===== config.mk =====
export PLATFORM = sky130hd
export DESIGN_NAME = instruction_fetch
export DESIGN_NICKNAME = d
export VERILOG_FILES = /design/src/rtl/fetch_pkg.sv /design/src/rtl/fetch_fifo.sv /design/src/rtl/instruction_fetch.sv
export SDC_FILE = /design/constraint.sdc
export NUM_CORES = 1
export LEC_CHECK = 0
export ABC_AREA = 1
export CELL_PAD_IN_SITES_DETAIL_PLACEMENT = 0
export CELL_PAD_IN_SITES_GLOBAL_PLACEMENT = 2
export CORE_MARGIN = 5
export CORE_UTILIZATION = 42
export DETAILED_ROUTE_END_ITERATION = 10
export DONT_BUFFER_PORTS = 1
export HOLD_SLACK_MARGIN = 0.02
export PLACE_DENSITY = 0.79
export SLEW_MARGIN = 40
export SYNTH_ARGS = -nofsm -noshare
export SYNTH_HDL_FRONTEND = slang
export SYNTH_SLANG_ARGS = --single-unit
export TNS_END_PERCENT = 100

===== constraint.sdc =====
create_clock -name clk -period 5.95 [get_ports clk]
set_clock_uncertainty 0.15 [all_clocks]
set_input_delay 0.595 -clock clk [delete_from_list [all_inputs] [get_ports clk]]
set_output_delay 0.595 -clock clk [all_outputs]
set_load 0.01 [all_outputs]

===== src/rtl/fetch_pkg.sv =====
// Shared types and constants for the instruction fetch stage.
package fetch_pkg;

  typedef enum logic [1:0] {
    BOOT,
    FETCH,
    HALTED
  } fetch_state_t;

  localparam int FETCH_XLEN = 32;
  localparam logic [FETCH_XLEN-1:0] PC_INC = 32'd4;

  typedef struct packed {
    logic [FETCH_XLEN-1:0] instr;
    logic [FETCH_XLEN-1:0] pc;
  } fetch_entry_t;

endpackage


===== src/rtl/fetch_fifo.sv =====
// Small synchronous FIFO with occupancy count; holds PC tags and buffered instructions.
module fetch_fifo #(
  parameter int WIDTH = 32,
  parameter int DEPTH = 2
) (
  input  logic                     clk,
  input  logic                     reset,
  input  logic                     clear,
  input  logic                     push,
  input  logic [WIDTH-1:0]         push_data,
  input  logic                     pop,
  output logic [WIDTH-1:0]         pop_data,
  output logic [$clog2(DEPTH):0]   count
);

  localparam int PTR_W = $clog2(DEPTH);
  localparam int CNT_W = $clog2(DEPTH) + 1;

  logic [WIDTH-1:0] mem [DEPTH];
  logic [PTR_W-1:0] wr_ptr;
  logic [PTR_W-1:0] rd_ptr;
  logic             empty;
  logic             full;
  logic             do_pop;

  assign empty    = (count == '0);
  assign full     = (count == CNT_W'(DEPTH));
  assign do_pop   = pop && !empty;
  assign pop_data = mem[rd_ptr];

  always_ff @(posedge clk) begin
    if (reset || clear) begin
      wr_ptr <= '0;
      rd_ptr <= '0;
      count  <= '0;
    end else begin
      if (push) wr_ptr <= wr_ptr + PTR_W'(1);
      if (do_pop) rd_ptr <= rd_ptr + PTR_W'(1);
      count <= count + CNT_W'(push) - CNT_W'(do_pop);
    end
  end

  // Storage carries no reset; entries are only read once count says they are valid.
  always_ff @(posedge clk) begin
    if (push && !clear) mem[wr_ptr] <= push_data;
  end

  a_no_overflow: assert property (@(posedge clk) disable iff (reset) !(push && full && !pop));
  a_no_underflow: assert property (@(posedge clk) disable iff (reset) !(pop && empty));

endmodule


===== src/rtl/instruction_fetch.sv =====
// Fetch front-end: owns the PC, issues word fetches, buffers returns for decode.
// Optional macro FETCH_MISALIGN_CHECK_EN: misaligned redirect raises sticky fetch_error and halts.
module instruction_fetch
  import fetch_pkg::*;
#(
  parameter int                   WORD_SIZE = 32,
  parameter int                   DEPTH     = 2,
  parameter logic [WORD_SIZE-1:0] RESET_PC  = '0
) (
  input  logic                 clk,
  input  logic                 reset,
  output logic                 imem_req_valid,
  input  logic                 imem_req_ready,
  output logic [WORD_SIZE-1:0] imem_req_addr,
  input  logic                 imem_resp_valid,
  input  logic [WORD_SIZE-1:0] imem_resp_data,
  output logic                 inst_valid,
  input  logic                 inst_ready,
  output logic [WORD_SIZE-1:0] instruction,
  output logic [WORD_SIZE-1:0] inst_pc,
  input  logic                 redirect_valid,
  input  logic [WORD_SIZE-1:0] redirect_pc,
  input  logic                 halt,
  output logic                 halted,
  output logic                 fetch_error
);

  localparam int CNT_W = $clog2(DEPTH) + 1;

  // Handshakes: a transfer happens on a cycle where valid && ready; the sender holds
  // its payload stable while valid && !ready. Memory responses are in-order and unthrottled.

  fetch_state_t           state;
  fetch_state_t           state_next;
  logic [WORD_SIZE-1:0]   pc;
  logic [CNT_W-1:0]       outstanding;
  logic [CNT_W-1:0]       occupancy;
  logic [CNT_W-1:0]       discard;
  logic [CNT_W:0]         in_flight;
  logic                   req_fire;
  logic                   resp_keep;
  logic                   inst_fire;
  logic                   misaligned;
  logic [WORD_SIZE-1:0]   tag_head;
  logic [2*WORD_SIZE-1:0] buf_head;

  assign in_flight  = {1'b0, outstanding} + {1'b0, occupancy};
  assign req_fire   = imem_req_valid && imem_req_ready;
  assign inst_fire  = inst_valid && inst_ready;
  assign resp_keep  = imem_resp_valid && (discard == '0) && !redirect_valid && (state != HALTED);
  assign imem_req_addr = pc;
  assign instruction   = buf_head[2*WORD_SIZE-1:WORD_SIZE];
  assign inst_pc       = buf_head[WORD_SIZE-1:0];

`ifdef FETCH_MISALIGN_CHECK_EN
  assign misaligned = redirect_valid && (redirect_pc[1:0] != 2'b00);

  always_ff @(posedge clk) begin
    if (reset) fetch_error <= 1'b0;
    else if (misaligned) fetch_error <= 1'b1;
  end
`else
  assign misaligned  = 1'b0;
  assign fetch_error = 1'b0;
`endif

  always_comb begin
    state_next     = state;
    imem_req_valid = 1'b0;
    inst_valid     = 1'b0;
    halted         = 1'b0;
    unique case (state)
      BOOT:    state_next = FETCH;
      FETCH: begin
        if (halt) state_next = HALTED;
        imem_req_valid = !redirect_valid && (in_flight < (CNT_W+1)'(DEPTH));
      end
      HALTED:  halted = 1'b1;
      default: state_next = BOOT;
    endcase
    if (misaligned) state_next = HALTED;
    inst_valid = (occupancy != '0) && !redirect_valid && (state != HALTED);
  end

  always_ff @(posedge clk) begin
    if (reset) begin
      state   <= BOOT;
      pc      <= RESET_PC;
      discard <= '0;
    end else begin
      state <= state_next;
      if (redirect_valid) begin
        if (!misaligned) pc <= redirect_pc & ~WORD_SIZE'(3);
        // Everything still in flight belongs to the squashed path, minus this cycle's arrival.
        discard <= outstanding - CNT_W'(imem_resp_valid);
      end else begin
        if (req_fire) pc <= pc + WORD_SIZE'(PC_INC);
        if (imem_resp_valid && (discard != '0)) discard <= discard - CNT_W'(1);
      end
    end
  end

  fetch_fifo #(
    .WIDTH (WORD_SIZE),
    .DEPTH (DEPTH)
  ) u_tag_fifo (
    .clk       (clk),
    .reset     (reset),
    .clear     (1'b0),
    .push      (req_fire),
    .push_data (pc),
    .pop       (imem_resp_valid),
    .pop_data  (tag_head),
    .count     (outstanding)
  );

  fetch_fifo #(
    .WIDTH (2*WORD_SIZE),
    .DEPTH (DEPTH)
  ) u_inst_buf (
    .clk       (clk),
    .reset     (reset),
    .clear     (redirect_valid),
    .push      (resp_keep),
    .push_data ({imem_resp_data, tag_head}),
    .pop       (inst_fire),
    .pop_data  (buf_head),
    .count     (occupancy)
  );

  a_outstanding_bound: assert property (@(posedge clk) disable iff (reset)
    outstanding <= CNT_W'(DEPTH));
  a_no_spurious_resp: assert property (@(posedge clk) disable iff (reset)
    !(imem_resp_valid && (outstanding == '0)));

endmodule


==> results.md <==
* Fin nets at 874
* CTS Hold Bufs at 33
* Post-synth top area share at 0.578
* Arr. time, crit path at 3.27 ns
* Vias in the first global route at between 5000 and 6000
* Clock buffer count from CTS at 24
* Clk slew on worst S/H paths at 0.06 ns
* Maxcap violations at 0
* Worst path cell trace: nand2_1, inv_1, fa_1, nor2_1, nand4_1, nand2_2, inv_1, nand2_1, nand3_1, nand2_1, inv_1
* Setup Buffers After CTS at 0
* Detailed Place HPWL at between 10000 and 15000 um
* H-Tree Level Count at 1
* Crit path max fanout at 23
* Share of cells above drive strength 1 at 0.208
* Area of the core at 22500 um2
* Syn. warnings at 0
* Max Clk Rate at 331 MHz
* Initial antenna violation count at 0
* Die Y at 161 um
* Final Cycle Share at 0.508
* Seq pwr share at 0.509
* Via density at 5.02
* Std-Cell Rows at 55
* Internal power at 2.87 mW
* Fin Setup TNS at 0 ns
* Mapped cell area at 9560 um2
* Worst Tran Pin Value at 0.618 ns
* Sw Share at 0.226
* Mapped Cells at 754
* CP max-delay cell: nand2_2
* WP buf/inv at 3
* Hold slack final at just under 0.09 ns
* Root Driver: clkbuf_16
* WP data required at just over 6 ns
* Synth cell types at 37
* Total number of vias at 5515
* GR Overflow Total at 0
* Post-route cell area at 11000 um2
* RSZ-0062 raised after global routing: false
* Residual DRC at 0
* Cell accounting for the most synthesized area: edfxtp_1
* Post-place setup slack at 2.92 ns
* Crit path capture type: register
* # diodes at 0
* DRT Pass-1 Iters at 4
* Port Buf Inserts at 0
* Max-slew headroom at 0.587
* Initial Utilization at 0.425
* Top cells by area, synth: edfxtp_1, mux2_2, dfxtp_1
* 1st-iter DRT viols at 275
* Minimum clock period after layout at 3.02 ns
* CTS Buffer Depth at 3
* Clk pwr share at 0.401
* Synthesized area per cell at 12.7 um2
* Delay of the slowest cell on the worst path at roughly 0.63 ns
* Crit-path leading delay family: simple AND/OR/NAND/NOR gates
* CTS Sinks at 228
* Max IR drop VDD at around 0.12 mV
* Setup crit start kind: register
* TritonCTS clock tree: built
* Final ANT Viol Nets at 0
* Drt wl/cell at 18.6 um
* Die W at between 150 and 200 um
* Final Wtd Congestion at 0.758
* First-pass GRT wire length at 31600 um
* Fin. max-slew vios at 0
* Leakage at 3.76 nW
* Kind of critical path: register to register
* Part of the power in combinational logic at 0.090
* Largest net degree at the start of global routing at 63
* Synth Register Bits at 228
* P per Cell Area at roughly 340 nW/um2
* Die Area at approximately 26000 um2
* Hold Violations, Final at 0
* P_sw at 0.839 mW
* Area Overhead vs Synth at 15.1%
* Ports at 171
* Hold Crit Class: input pin to register
* DP Area at 9840 um2
* Final setup vio count at 0
* Resized cells post-CTS at 0
* Outcome: finished, final reports clean
* Sequential share of the synthesized area at 0.670
* Detailed Route WL at 20400 um
* Worst skew pair latency at just over 0.5 ns
* Total Routing Usage GR at 0.153
* Final WS setup at 2.93 ns
==> per-layer routing <==
metal | vias to the layer above | share of wire | routed length [um] | global-route usage
li1 | 2708 | - | - | -
met3 | 28 | 0.072 | 1470 | 0.0441
met1 | 2625 | 0.45 | 9110 | 0.200
met2 | 154 | 0.46 | 9500 | 0.256
met4 | 0 | 0.017 | 354 | 0.0364
met5 | - | 0 | 0 | 0
==> path summary, 6_finish.rpt <==
kind	from	cells after the start	endpoint	slack [ns]
setup / recovery	u_inst_buf.count[0]	11	imem_req_addr[7]	2.93
hold / removal	redirect_valid	2	imem_req_addr[10]	0.09
setup reg to reg	u_inst_buf.count[0]	11	imem_req_addr[7]	2.93
hold reg to reg	u_tag_fifo.rd_ptr	1	register	0.33
==> state kept, by name, summed over array words and instances (netlist names), named ones only <==
register           cells
u_tag_fifo.mem        60
state                  2
u_tag_fifo.rd_ptr      1
u_inst_buf.rd_ptr      1
u_tag_fifo.count       2
u_inst_buf.count       2
u_inst_buf.mem       124
discard                2
imem_req_addr         30
u_tag_fifo.wr_ptr      1
u_inst_buf.wr_ptr      1
==> through the flow <==
step	utilization	cells	power [mW]
6_report	0.489	1099	3.71
5_1_grt	0.489	1099	3.86
4_1_cts	0.488	1098	3.75
3_5_place_dp	0.437	1021	2.23
3_3_place_gp	0.437	1021	2.22
2_1_floorplan	-	758	2.16
==> logic make-up (layout without fill, tap and decap cells) <==
group,count (synthesis),count (layout),share of synthesized area
other cells,1,5,0.000392
xor+xnor,8,8,0.00733
buf+inv,101,157,0.0453
compound gates,83,83,0.0467
fa+ha+maj,7,7,0.00995
flops,228,228,0.670
simple gates,234,234,0.112
mux,92,92,0.108
==> cells in the mapped netlist <==
| cell type | count |
|---|---|
| a211oi_1 | 1 |
| a21oi_1 | 34 |
| a21oi_2 | 3 |
| a22oi_1 | 3 |
| a31oi_1 | 3 |
| and2_1 | 3 |
| buf_2 | 9 |
| buf_4 | 6 |
| buf_6 | 2 |
| clkbuf_1 | 11 |
| clkinv_4 | 1 |
| conb_1 | 1 |
| dfxtp_1 | 44 |
| edfxtp_1 | 184 |
| fa_1 | 1 |
| ha_1 | 6 |
| inv_1 | 70 |
| inv_2 | 2 |
| mux2_2 | 92 |
| nand2_1 | 123 |
| nand2_2 | 5 |
| nand2_4 | 2 |
| nand3_1 | 37 |
| nand3_2 | 2 |
| nand3b_1 | 2 |
| nand4_1 | 2 |
| nor2_1 | 43 |
| nor2_2 | 3 |
| nor2_4 | 9 |
| nor3_1 | 1 |
| o21ai_0 | 36 |
| o21ai_1 | 1 |
| o221ai_1 | 1 |
| o31ai_1 | 1 |
| or2_2 | 2 |
| xnor2_1 | 4 |
| xor2_1 | 4 |
==> cell usage in the layout, fill, tap and decap left out, types with 3 or more instances in the layout <==
| cell | count |
|---|---|
| conb_1 | 5 |
| clkinv_1 | 3 |
| ha_1 | 6 |
| edfxtp_1 | 184 |
| clkbuf_16 | 25 |
| a31oi_1 | 3 |
| clkinv_2 | 4 |
| inv_1 | 70 |
| xor2_1 | 4 |
| o21ai_0 | 36 |
| nor2_4 | 11 |
| nand2_1 | 122 |
| mux2_2 | 92 |
| a21oi_1 | 34 |
| nor2_1 | 39 |
| nand2_2 | 6 |
| a21oi_2 | 3 |
| bufinv_16 | 3 |
| and2_1 | 3 |
| a22oi_1 | 3 |
| dfxtp_1 | 43 |
| nor2_2 | 5 |
| buf_4 | 4 |
| dlygate4sd3_1 | 32 |
| nand3_1 | 37 |
| clkbuf_1 | 7 |
| xnor2_1 | 4 |
==> worst reg2reg max path, stage by stage (launching register included) <==
cell and delay, ns:
dfxtp_1 0.35, nand2_1 0.06, inv_1 0.07, fa_1 0.42
nor2_1 0.16, nand4_1 0.52, nand2_2 0.63, inv_1 0.27
nand2_1 0.11, nand3_1 0.07, nand2_1 0.06, inv_1 0.04
==> power groups by stage <==
stage | registers, mW | clock network (mW) | logic (mW)
floorplan | 1.90 | 0 | 0.254
global placement | 1.92 | 0 | 0.300
detailed placement | 1.92 | 0 | 0.309
CTS | 1.89 | 1.52 | 0.338
global route | 1.90 | 1.59 | 0.371
finish | 1.89 | 1.49 | 0.334
==> cell type report <==
class,instances,area [um2]
timing repair buffer,40,413
clock buffer,32,652
fill,1974,11500
sequential,228,6410
inverter,73,279
clock inverter,12,138
tap,285,357
multi-input combinational,429,2760
No activity file was read; power rests on OpenSTA's default activity.
